File: config.mk
export PLATFORM = sky130hd
export DESIGN_NAME = ultra_sensor_tx
export DESIGN_NICKNAME = d
export VERILOG_FILES = /design/src/rtl/ultra_sensor_tx.sv
export SDC_FILE = /design/constraint.sdc
export NUM_CORES = 1
export LEC_CHECK = 0
export ABC_AREA = 1
export CAP_MARGIN = 20
export CORE_UTILIZATION = 50
export DETAILED_ROUTE_END_ITERATION = 10
export PLACE_DENSITY = 0.69
export SETUP_SLACK_MARGIN = 0.3
export SKIP_LAST_GASP = 1
export SLEW_MARGIN = 20
export SYNTH_ARGS = -nofsm -noshare
export SYNTH_HDL_FRONTEND = slang
export SYNTH_SLANG_ARGS = --single-unit
File: constraint.sdc
create_clock -name clk -period 2.6 [get_ports clk]
set_input_delay 0.78 -clock clk [delete_from_list [all_inputs] [get_ports clk]]
set_output_delay 0.78 -clock clk [all_outputs]
set_load 0.005 [all_outputs]
File: src/rtl/ultra_sensor_tx.sv
// Ultrasonic ranger front end: fires the trigger, times the synchronized echo pulse,
// and reports a 16-bit distance (16'hFFFF on timeout) with a one-cycle strobe.
module ultra_sensor_tx #(
  parameter int unsigned TRIG_CYC     = 1000,
  parameter int unsigned CYC_PER_UNIT = 5800,
  parameter int unsigned TIMEOUT_CYC  = 3_000_000,
  parameter int unsigned MAX_ECHO_CYC = 2_500_000,
  parameter int unsigned HOLDOFF_CYC  = 6_000_000
) (
  input  logic        clk,
  input  logic        rst,
  input  logic        en_i,
  input  logic        echo_ai,
  output logic        trig_o,
  output logic [15:0] data_o,
  output logic        data_av_o,
  output logic        timeout_o,
  output logic        busy_o
);

  localparam int unsigned CNT_W  = 32;
  localparam int unsigned DIST_W = 16;
  localparam int unsigned PRE_W  = (CYC_PER_UNIT > 1) ? $clog2(CYC_PER_UNIT) : 1;

  localparam logic [DIST_W-1:0] DIST_SAT = 16'hFFFE;
  localparam logic [DIST_W-1:0] NO_ECHO  = 16'hFFFF;

  localparam logic [2:0] S_IDLE    = 3'd0;
  localparam logic [2:0] S_TRIG    = 3'd1;
  localparam logic [2:0] S_WAIT    = 3'd2;
  localparam logic [2:0] S_MEAS    = 3'd3;
  localparam logic [2:0] S_REPORT  = 3'd4;
  localparam logic [2:0] S_HOLDOFF = 3'd5;

  logic [2:0]        state_q, state_d;
  logic [CNT_W-1:0]  cnt_q, cnt_d;
  logic [PRE_W-1:0]  pre_q, pre_d;
  logic [DIST_W-1:0] dist_q, dist_d;
  logic [1:0]        sync_q;
  logic              echo_dly_q;
  logic              trig_q, trig_d;
  logic [DIST_W-1:0] data_q, data_d;
  logic              av_q, av_d;
  logic              to_q, to_d;
  logic              busy_q, busy_d;

  logic echo_s_c;
  logic echo_rise_c;
  logic echo_fall_c;

  // Edges are taken between echo_s and its delayed copy; MEASURE counts the delayed
  // copy so the rising cycle itself is included and the falling cycle is not.
  assign echo_s_c    = sync_q[1];
  assign echo_rise_c = echo_s_c & ~echo_dly_q;
  assign echo_fall_c = ~echo_s_c & echo_dly_q;

  // Next-state and registered-output logic.
  always_comb begin
    state_d = state_q;
    cnt_d   = cnt_q;
    pre_d   = pre_q;
    dist_d  = dist_q;
    data_d  = data_q;
    av_d    = 1'b0;
    to_d    = 1'b0;

    case (state_q)
      S_IDLE: begin
        cnt_d = '0;
        if (en_i) state_d = S_TRIG;
      end
      S_TRIG: begin
        if (cnt_q == CNT_W'(TRIG_CYC - 1)) begin
          state_d = S_WAIT;
          cnt_d   = '0;
        end else begin
          cnt_d = cnt_q + CNT_W'(1);
        end
      end
      S_WAIT: begin
        if (echo_rise_c) begin
          state_d = S_MEAS;
          cnt_d   = '0;
          pre_d   = '0;
          dist_d  = '0;
        end else if (cnt_q == CNT_W'(TIMEOUT_CYC - 1)) begin
          state_d = S_REPORT;
          data_d  = NO_ECHO;
          av_d    = 1'b1;
          to_d    = 1'b1;
        end else begin
          cnt_d = cnt_q + CNT_W'(1);
        end
      end
      S_MEAS: begin
        if (echo_dly_q) begin
          cnt_d = cnt_q + CNT_W'(1);
          if (pre_q == PRE_W'(CYC_PER_UNIT - 1)) begin
            pre_d = '0;
            if (dist_q != DIST_SAT) dist_d = dist_q + DIST_W'(1);
          end else begin
            pre_d = pre_q + PRE_W'(1);
          end
        end
        if (echo_dly_q && (cnt_q == CNT_W'(MAX_ECHO_CYC - 1))) begin
          state_d = S_REPORT;
          data_d  = NO_ECHO;
          av_d    = 1'b1;
          to_d    = 1'b1;
        end else if (echo_fall_c) begin
          state_d = S_REPORT;
          data_d  = dist_d;
          av_d    = 1'b1;
        end
      end
      S_REPORT: begin
        state_d = S_HOLDOFF;
        cnt_d   = '0;
      end
      S_HOLDOFF: begin
        if (cnt_q == CNT_W'(HOLDOFF_CYC - 1)) begin
          state_d = S_IDLE;
          cnt_d   = '0;
        end else begin
          cnt_d = cnt_q + CNT_W'(1);
        end
      end
      default: state_d = S_IDLE;
    endcase

    trig_d = (state_d == S_TRIG);
    busy_d = (state_d != S_IDLE);
  end

  always_ff @(posedge clk) begin
    if (rst) begin
      state_q    <= S_IDLE;
      cnt_q      <= '0;
      pre_q      <= '0;
      dist_q     <= '0;
      sync_q     <= '0;
      echo_dly_q <= 1'b0;
      trig_q     <= 1'b0;
      data_q     <= '0;
      av_q       <= 1'b0;
      to_q       <= 1'b0;
      busy_q     <= 1'b0;
    end else begin
      state_q    <= state_d;
      cnt_q      <= cnt_d;
      pre_q      <= pre_d;
      dist_q     <= dist_d;
      sync_q     <= {sync_q[0], echo_ai};
      echo_dly_q <= echo_s_c;
      trig_q     <= trig_d;
      data_q     <= data_d;
      av_q       <= av_d;
      to_q       <= to_d;
      busy_q     <= busy_d;
    end
  end

  assign trig_o    = trig_q;
  assign data_o    = data_q;
  assign data_av_o = av_q;
  assign timeout_o = to_q;
  assign busy_o    = busy_q;

endmodule

==> results.cfg, run 1 <==
[synthesis]
netlist_area_mm2 = 0.00536
synthCells = 882
syn-num-nets = 890
avgSynthCellArea_um2 = 6.08
yosys_warnings = 0
ys_seq_elements = 87
seq_area_frac_synth = 0.325
yosysUniqueCellTypes = 36

[die]
fp-row-count = 37
dieWidth_um = 106
dieArea_mm2 = 0.0111
io_pins = 24
core-area_mm2 = 0.0104
start_util = 0.517
die_y_um = 106

[clock_network]
cts_tree = done
cts_sinks = 87
cts_made_buffers = 9
h-tree-depth = 3
worstSkewPairLatency_ns = 0.38
clockBufferDepth = 2
root_buffer = clkbuf_8
clk_pin_slew_ns = 0.09

[timing]
setup_viol_count_final = 0
timing.hold.ws_ns = 0.424
tightest_slew_ns = 0.616
maxSlewViolCount = 0
fin_crit_sh = 0.826
maxSlewHeadroom = 0.586
finalHoldViolCount = 0
layout_setup_ws_ns = 0.452
period_minus_slack_ns = 2.15
rsz0062_at_grt = yes
fmax_mhz = 466
final.setup_skew_ns = 0.00836
setup_tns_ns = 0

[cells_and_area]
post-route-util = 0.571
antennaDiodeCount = 0
area_growth_pct = 10.4
nNetsFinal = 908
fin_cells = 1041
post_route_cells_drive_above_1_share = 0.0729

[worst_setup_path]
cp_slowest_cell = nor3_1
critPathMaxFanout = 4
cpMostUsedCell = nand2_1
required_ns = 2.87
arrival_ns = 2.42
critPathBufInv = 1
startpoint_type = flop
end_kind = flop
path_class = reg2reg
cp_cell_sequence = inv_1, nor2_1, nand2_1, nor2_1, nand2_1, nor3_1, nand2_1, nor2_1, nand2_1, nand2_1, nor2_2
regToRegSetupSlack_ns = 0.45
critPathTopFamily = simple AND/OR/NAND/NOR gates
cpPeakStageDelay_ns = 0.43

[grt]
grt_antenna_before_repair = 0
grt_usage = 0.265
grt_start_max_net_pins = 34
grt_pass1_wl_mm = 23.6
grt-ovfl-total = 0
first_global_vias = 5125

[detailed_routing]
ant_nets = 0
wl_per_cell_um = 13.6
first_iter_violations = 316
first_pass_iters = 5
avgViaCountPerCell = 5.36
drc = 0
vias = 5577
routed_wl_mm = 14.1

[placed_design]
routabilityCongestion = 0.895
place_inst = 1023
place_hpwl_mm = 10.3
numPortBuffers = 23
dp_slack_ns = 0.159

[pwr]
p_sw_w = 0.000577
sw_frac_of_total = 0.247
peakVddDrop_mv = 0.326
pwr-share-seq = 0.574
clockPowerShare = 0.398
combinationalPowerShare = 0.029
p_int_w = 0.00176
p_leak_nw = 2.27
power_density_mw_per_mm2 = 395

[job]
cap_violations = 0

[min_path]
hp-class = reg2reg

[status]
status = complete, no violations
## state kept, by name, summed over array words and instances (netlist names)
| name | flops |
|---|---|
| busy_o | 1 |
| cnt_q | 32 |
| data_av_o | 1 |
| data_o | 16 |
| dist_q | 16 |
| echo_dly_q | 1 |
| pre_q | 13 |
| state_q | 3 |
| sync_q | 2 |
| timeout_o | 1 |
| trig_o | 1 |
## cell usage after synthesis, drive strengths merged
cell type  number  area share
inv           111       0.078
nor4            5      0.0058
nand3          74       0.071
ha              4      0.0093
o21ai          35       0.033
nand3b          3      0.0042
a211oi          3      0.0042
nor3b           4      0.0056
a21o            1      0.0014
a21oi          42       0.040
buf            17       0.018
a221oi          1      0.0016
nand4          36       0.042
or2             2      0.0023
xor2           10       0.016
o22ai           1      0.0012
nor2          174        0.13
clkbuf         10      0.0070
nand2         230        0.17
o211ai          5      0.0070
dfxtp          87        0.32
nor3           23       0.023
o21bai          4      0.0056
## stage by stage
step / total power, W / instance area (µm²)
2_1_floorplan: 0.00142 / 5360
3_3_place_gp: 0.00144 / 5690
3_5_place_dp: 0.00144 / 5690
4_1_cts: 0.00237 / 5910
5_1_grt: 0.00243 / 5920
6_report: 0.00234 / 5920
## final cells by class
type	instances	area (µm²)
clock buffers	11	151
clock inverters	5	37.5
fillers	1058	4450
inverters	111	419
multi-input cells	657	3080
flip-flops and latches	87	1740
well taps	136	170
repair buffers	34	313
## logic make-up after synthesis
logic type / share of synthesized area
and+or+nand+nor: 0.452
DFF: 0.325
buffers and inverters: 0.104
xor gates and xnor gates: 0.0163
adders and majority gates: 0.00933
AOI/OAI and AO/OA: 0.0936
## layer usage
| metal | part of all wire | vias to the layer above | GRT usage |
|---|---|---|---|
| met2 | 0.50 | 131 | 0.464 |
| li1 | - | 2866 | - |
| met4 | 0.016 | 0 | 0.108 |
| met3 | 0.051 | 24 | 0.0581 |
| met5 | 0 | - | 0 |
| met1 | 0.43 | 2556 | 0.313 |
## worst min-delay path, delay by kind of cell, from the launching register on
| family | cells | cell delay, ns |
|---|---|---|
| AND/OR/NAND/NOR | 1 | 0.04 |
| buffers and inverters | 1 | 0.04 |
| flip-flops | 1 | 0.31 |
## cell usage in the layout, fill, tap and decap left out, types with 3 or more instances in the layout
master / instances
a211oi_1: 3
a21oi_1: 41
buf_4: 11
clkbuf_8: 11
clkdlybuf4s50_1: 23
dfxtp_1: 86
ha_1: 4
inv_1: 106
inv_2: 4
nand2_1: 224
nand2_2: 3
nand3_1: 73
nand3b_1: 3
nand4_1: 36
nor2_1: 154
nor2_2: 19
nor3_1: 20
nor3_2: 3
nor3b_1: 4
nor4_1: 5
o211ai_1: 5
o21ai_0: 32
o21ai_1: 3
o21bai_1: 4
xor2_1: 10
## power by group through the flow
stage	registers [W]	clock network [W]	logic, W
2_1_floorplan	0.00137	0	0.0000469
3_3_place_gp	0.00137	0	0.0000640
3_5_place_dp	0.00137	0	0.0000648
4_1_cts	0.00134	0.000964	0.0000669
5_1_grt	0.00134	0.00101	0.0000737
6_report	0.00134	0.000930	0.0000670
## path summary, 6_finish.rpt
| check | cells past startpoint | from | to |
|---|---|---|---|
| max | 11 | cnt_q[2] | cnt_q[29] |
| min | 2 | sync_q[0] | sync_q[1] |
| max reg2reg | 11 | cnt_q[2] | cnt_q[29] |
| min reg2reg | 2 | sync_q[0] | sync_q[1] |
## timing repair
action                                  4_1_cts  5_1_grt
hold buffers                                  0        0
buffers inserted                              2        0
endpoints found under the setup margin       28       15
gates resized for setup                       1        5
Power figures use the tool's default switching activity.
==> inputs of run 2 (changes only) <==
==> constraint.sdc (replaced) <==
create_clock -name clk -period 2.07 [get_ports clk]
set_input_delay 0.621 -clock clk [delete_from_list [all_inputs] [get_ports clk]]
set_output_delay 0.621 -clock clk [all_outputs]
set_load 0.005 [all_outputs]
==> results.cfg, run 2 (same netlist as run 1, synthesis figures left out) <==
[timing]
final.setup_skew_ns = 0.00960
rsz0062_at_grt = yes
finalHoldViolCount = 0
setup_tns_ns = 0
fin_crit_sh = 0.925
setup_viol_count_final = 0
maxSlewHeadroom = 0.676
tightest_slew_ns = 0.481
fmax_mhz = 522
period_minus_slack_ns = 1.91
maxSlewViolCount = 0
timing.hold.ws_ns = 0.413

[grt]
grt-ovfl-total = 0
first_global_vias = 5613
grt_usage = 0.282
grt_start_max_net_pins = 26
grt_pass1_wl_mm = 25.2
grt_antenna_before_repair = 0

[cells_and_area]
antennaDiodeCount = 0
nNetsFinal = 971
post-route-util = 0.691
final_common_cell = nand2_1
post_route_cells_drive_above_1_share = 0.278
area_growth_pct = 33.6
regMostFlops = cnt_q
largest_reg_flops = 32
fin_cells = 1104
final_cell_mix = nand2_1, nor2_1, inv_1

[die]
start_util = 0.517
core-area_mm2 = 0.0104
dieArea_mm2 = 0.0111
dieWidth_um = 106
fp-row-count = 37
die_y_um = 106
io_pins = 24

[placed_design]
numPortBuffers = 23
routabilityCongestion = 0.909
place_inst = 1043
place_hpwl_mm = 10.3

[clock_network]
cts_hold_buf = 0
cts_tree = done
root_buffer = clkbuf_8
h-tree-depth = 3
clk_pin_slew_ns = 0.09
clockBufferDepth = 2
worstSkewPairLatency_ns = 0.39
cts_sinks = 87
cts_made_buffers = 9

[worst_setup_path]
cp_slowest_cell = dfxtp_2
cpMostUsedCell = nor2_2
required_ns = 2.36
arrival_ns = 2.20
cp_cell_sequence = ha_4, nand2_4, nor2_4, buf_6, nand4_1, nor2_2, nand3_2, buf_4, nor3_2, nand3_1, nand2_1, nor2_2
path_class = reg2reg
startpoint_type = flop
end_kind = flop
cpPeakStageDelay_ns = 0.36
critPathMaxFanout = 4

[min_path]
hp-class = reg2reg

[detailed_routing]
wl_per_cell_um = 15.6
avgViaCountPerCell = 5.62
vias = 6208
ant_nets = 0
routed_wl_mm = 17.2
first_iter_violations = 402
drc = 0
first_pass_iters = 5

[pwr]
power_density_mw_per_mm2 = 450
p_leak_nw = 2.92
peakVddDrop_mv = 0.423

[status]
status = complete, no violations

[job]
cap_violations = 0
## run 2: cell types whose count changed in the layout (fill, tap and decap cells not counted), sizes merged
cell           delta
buf              +58
dlygate4sd2      +20
clkinvlp          -1
nand2             +2
inv               -2
clkdlybuf4s50    -20
clkinv            +2
bufinv            +2
clkbuf            +2
## run 2: worst paths after layout
check | cells past startpoint | start | slack [ns] | endpoint
min | 2 | sync_q[0] | 0.41 | sync_q[1]
max reg2reg | 12 | cnt_q[1] | 0.16 | cnt_q[30]
max | 12 | cnt_q[1] | 0.16 | cnt_q[30]
min reg2reg | 2 | sync_q[0] | 0.41 | sync_q[1]
## run 2: metal layers
layer | GRT usage | vias up | routed length [µm]
met5 | 0 | - | 0
met4 | 0.169 | 0 | 998
met3 | 0.0328 | 92 | 1310
met2 | 0.478 | 292 | 8360
met1 | 0.344 | 2830 | 6580
li1 | - | 2994 | -
## run 2: cell type report
class	count	area (µm²)
Clock inverter	5	78.8
Multi-Input combinational cell	659	3590
Tap cell	136	170
Fill cell	850	3210
Sequential cell	87	1820
Inverter	111	447
Timing Repair inverter	1	11.3
Timing Repair Buffer	94	886
Clock buffer	11	151
## run 2: worst max-delay path: cells and delay by family, from the launching register on
kind                     cells  cell delay, ns
AND/OR/NAND/NOR              9            1.00
buffers and inverters        2            0.29
flip-flops                   1            0.36
adder cells (fa/ha/maj)      1            0.16
## run 2: timing repair
action | in CTS | in global routing
gates cloned | 4 | 4
setup endpoints to repair | 89 | 73
buffers inserted | 13 | 24
gates resized for setup | 101 | 148
pin swaps | 10 | 40
## run 2: through the flow
stage / power [W] / worst slack (ns) / area, µm²
global placement: 0.00181 / 0.109 / 5860
detailed placement: 0.00181 / 0.0328 / 5860
finish: 0.00322 / 0.155 / 7160
global route: 0.00331 / 0.0549 / 7160
floorplan: 0.00178 / 0.302 / 5370
CTS: 0.00321 / 0.278 / 6450
## run 2: report_power, final
| part | internal, W | switching, W |
|---|---|---|
| Sequential | 0.00166 | 0.00000383 |
| Combinational | 0.0000484 | 0.0000790 |
| Clock | 0.000747 | 0.000679 |
==> inputs of run 3 (changes only) <==
--- a/config.mk
+++ b/config.mk
@@ -8,11 +8,12 @@
 export ABC_AREA = 1
 export CAP_MARGIN = 20
 export CORE_UTILIZATION = 50
+export CTS_BUF_LIST = sky130_fd_sc_hd__clkbuf_8 sky130_fd_sc_hd__clkbuf_16
 export DETAILED_ROUTE_END_ITERATION = 10
 export PLACE_DENSITY = 0.69
 export SETUP_SLACK_MARGIN = 0.3
 export SKIP_LAST_GASP = 1
-export SLEW_MARGIN = 20
+export SLEW_MARGIN = 5
 export SYNTH_ARGS = -nofsm -noshare
 export SYNTH_HDL_FRONTEND = slang
 export SYNTH_SLANG_ARGS = --single-unit
==> results of run 3 <==
The final DEF is identical to that of run 2; final timing and power are the same.
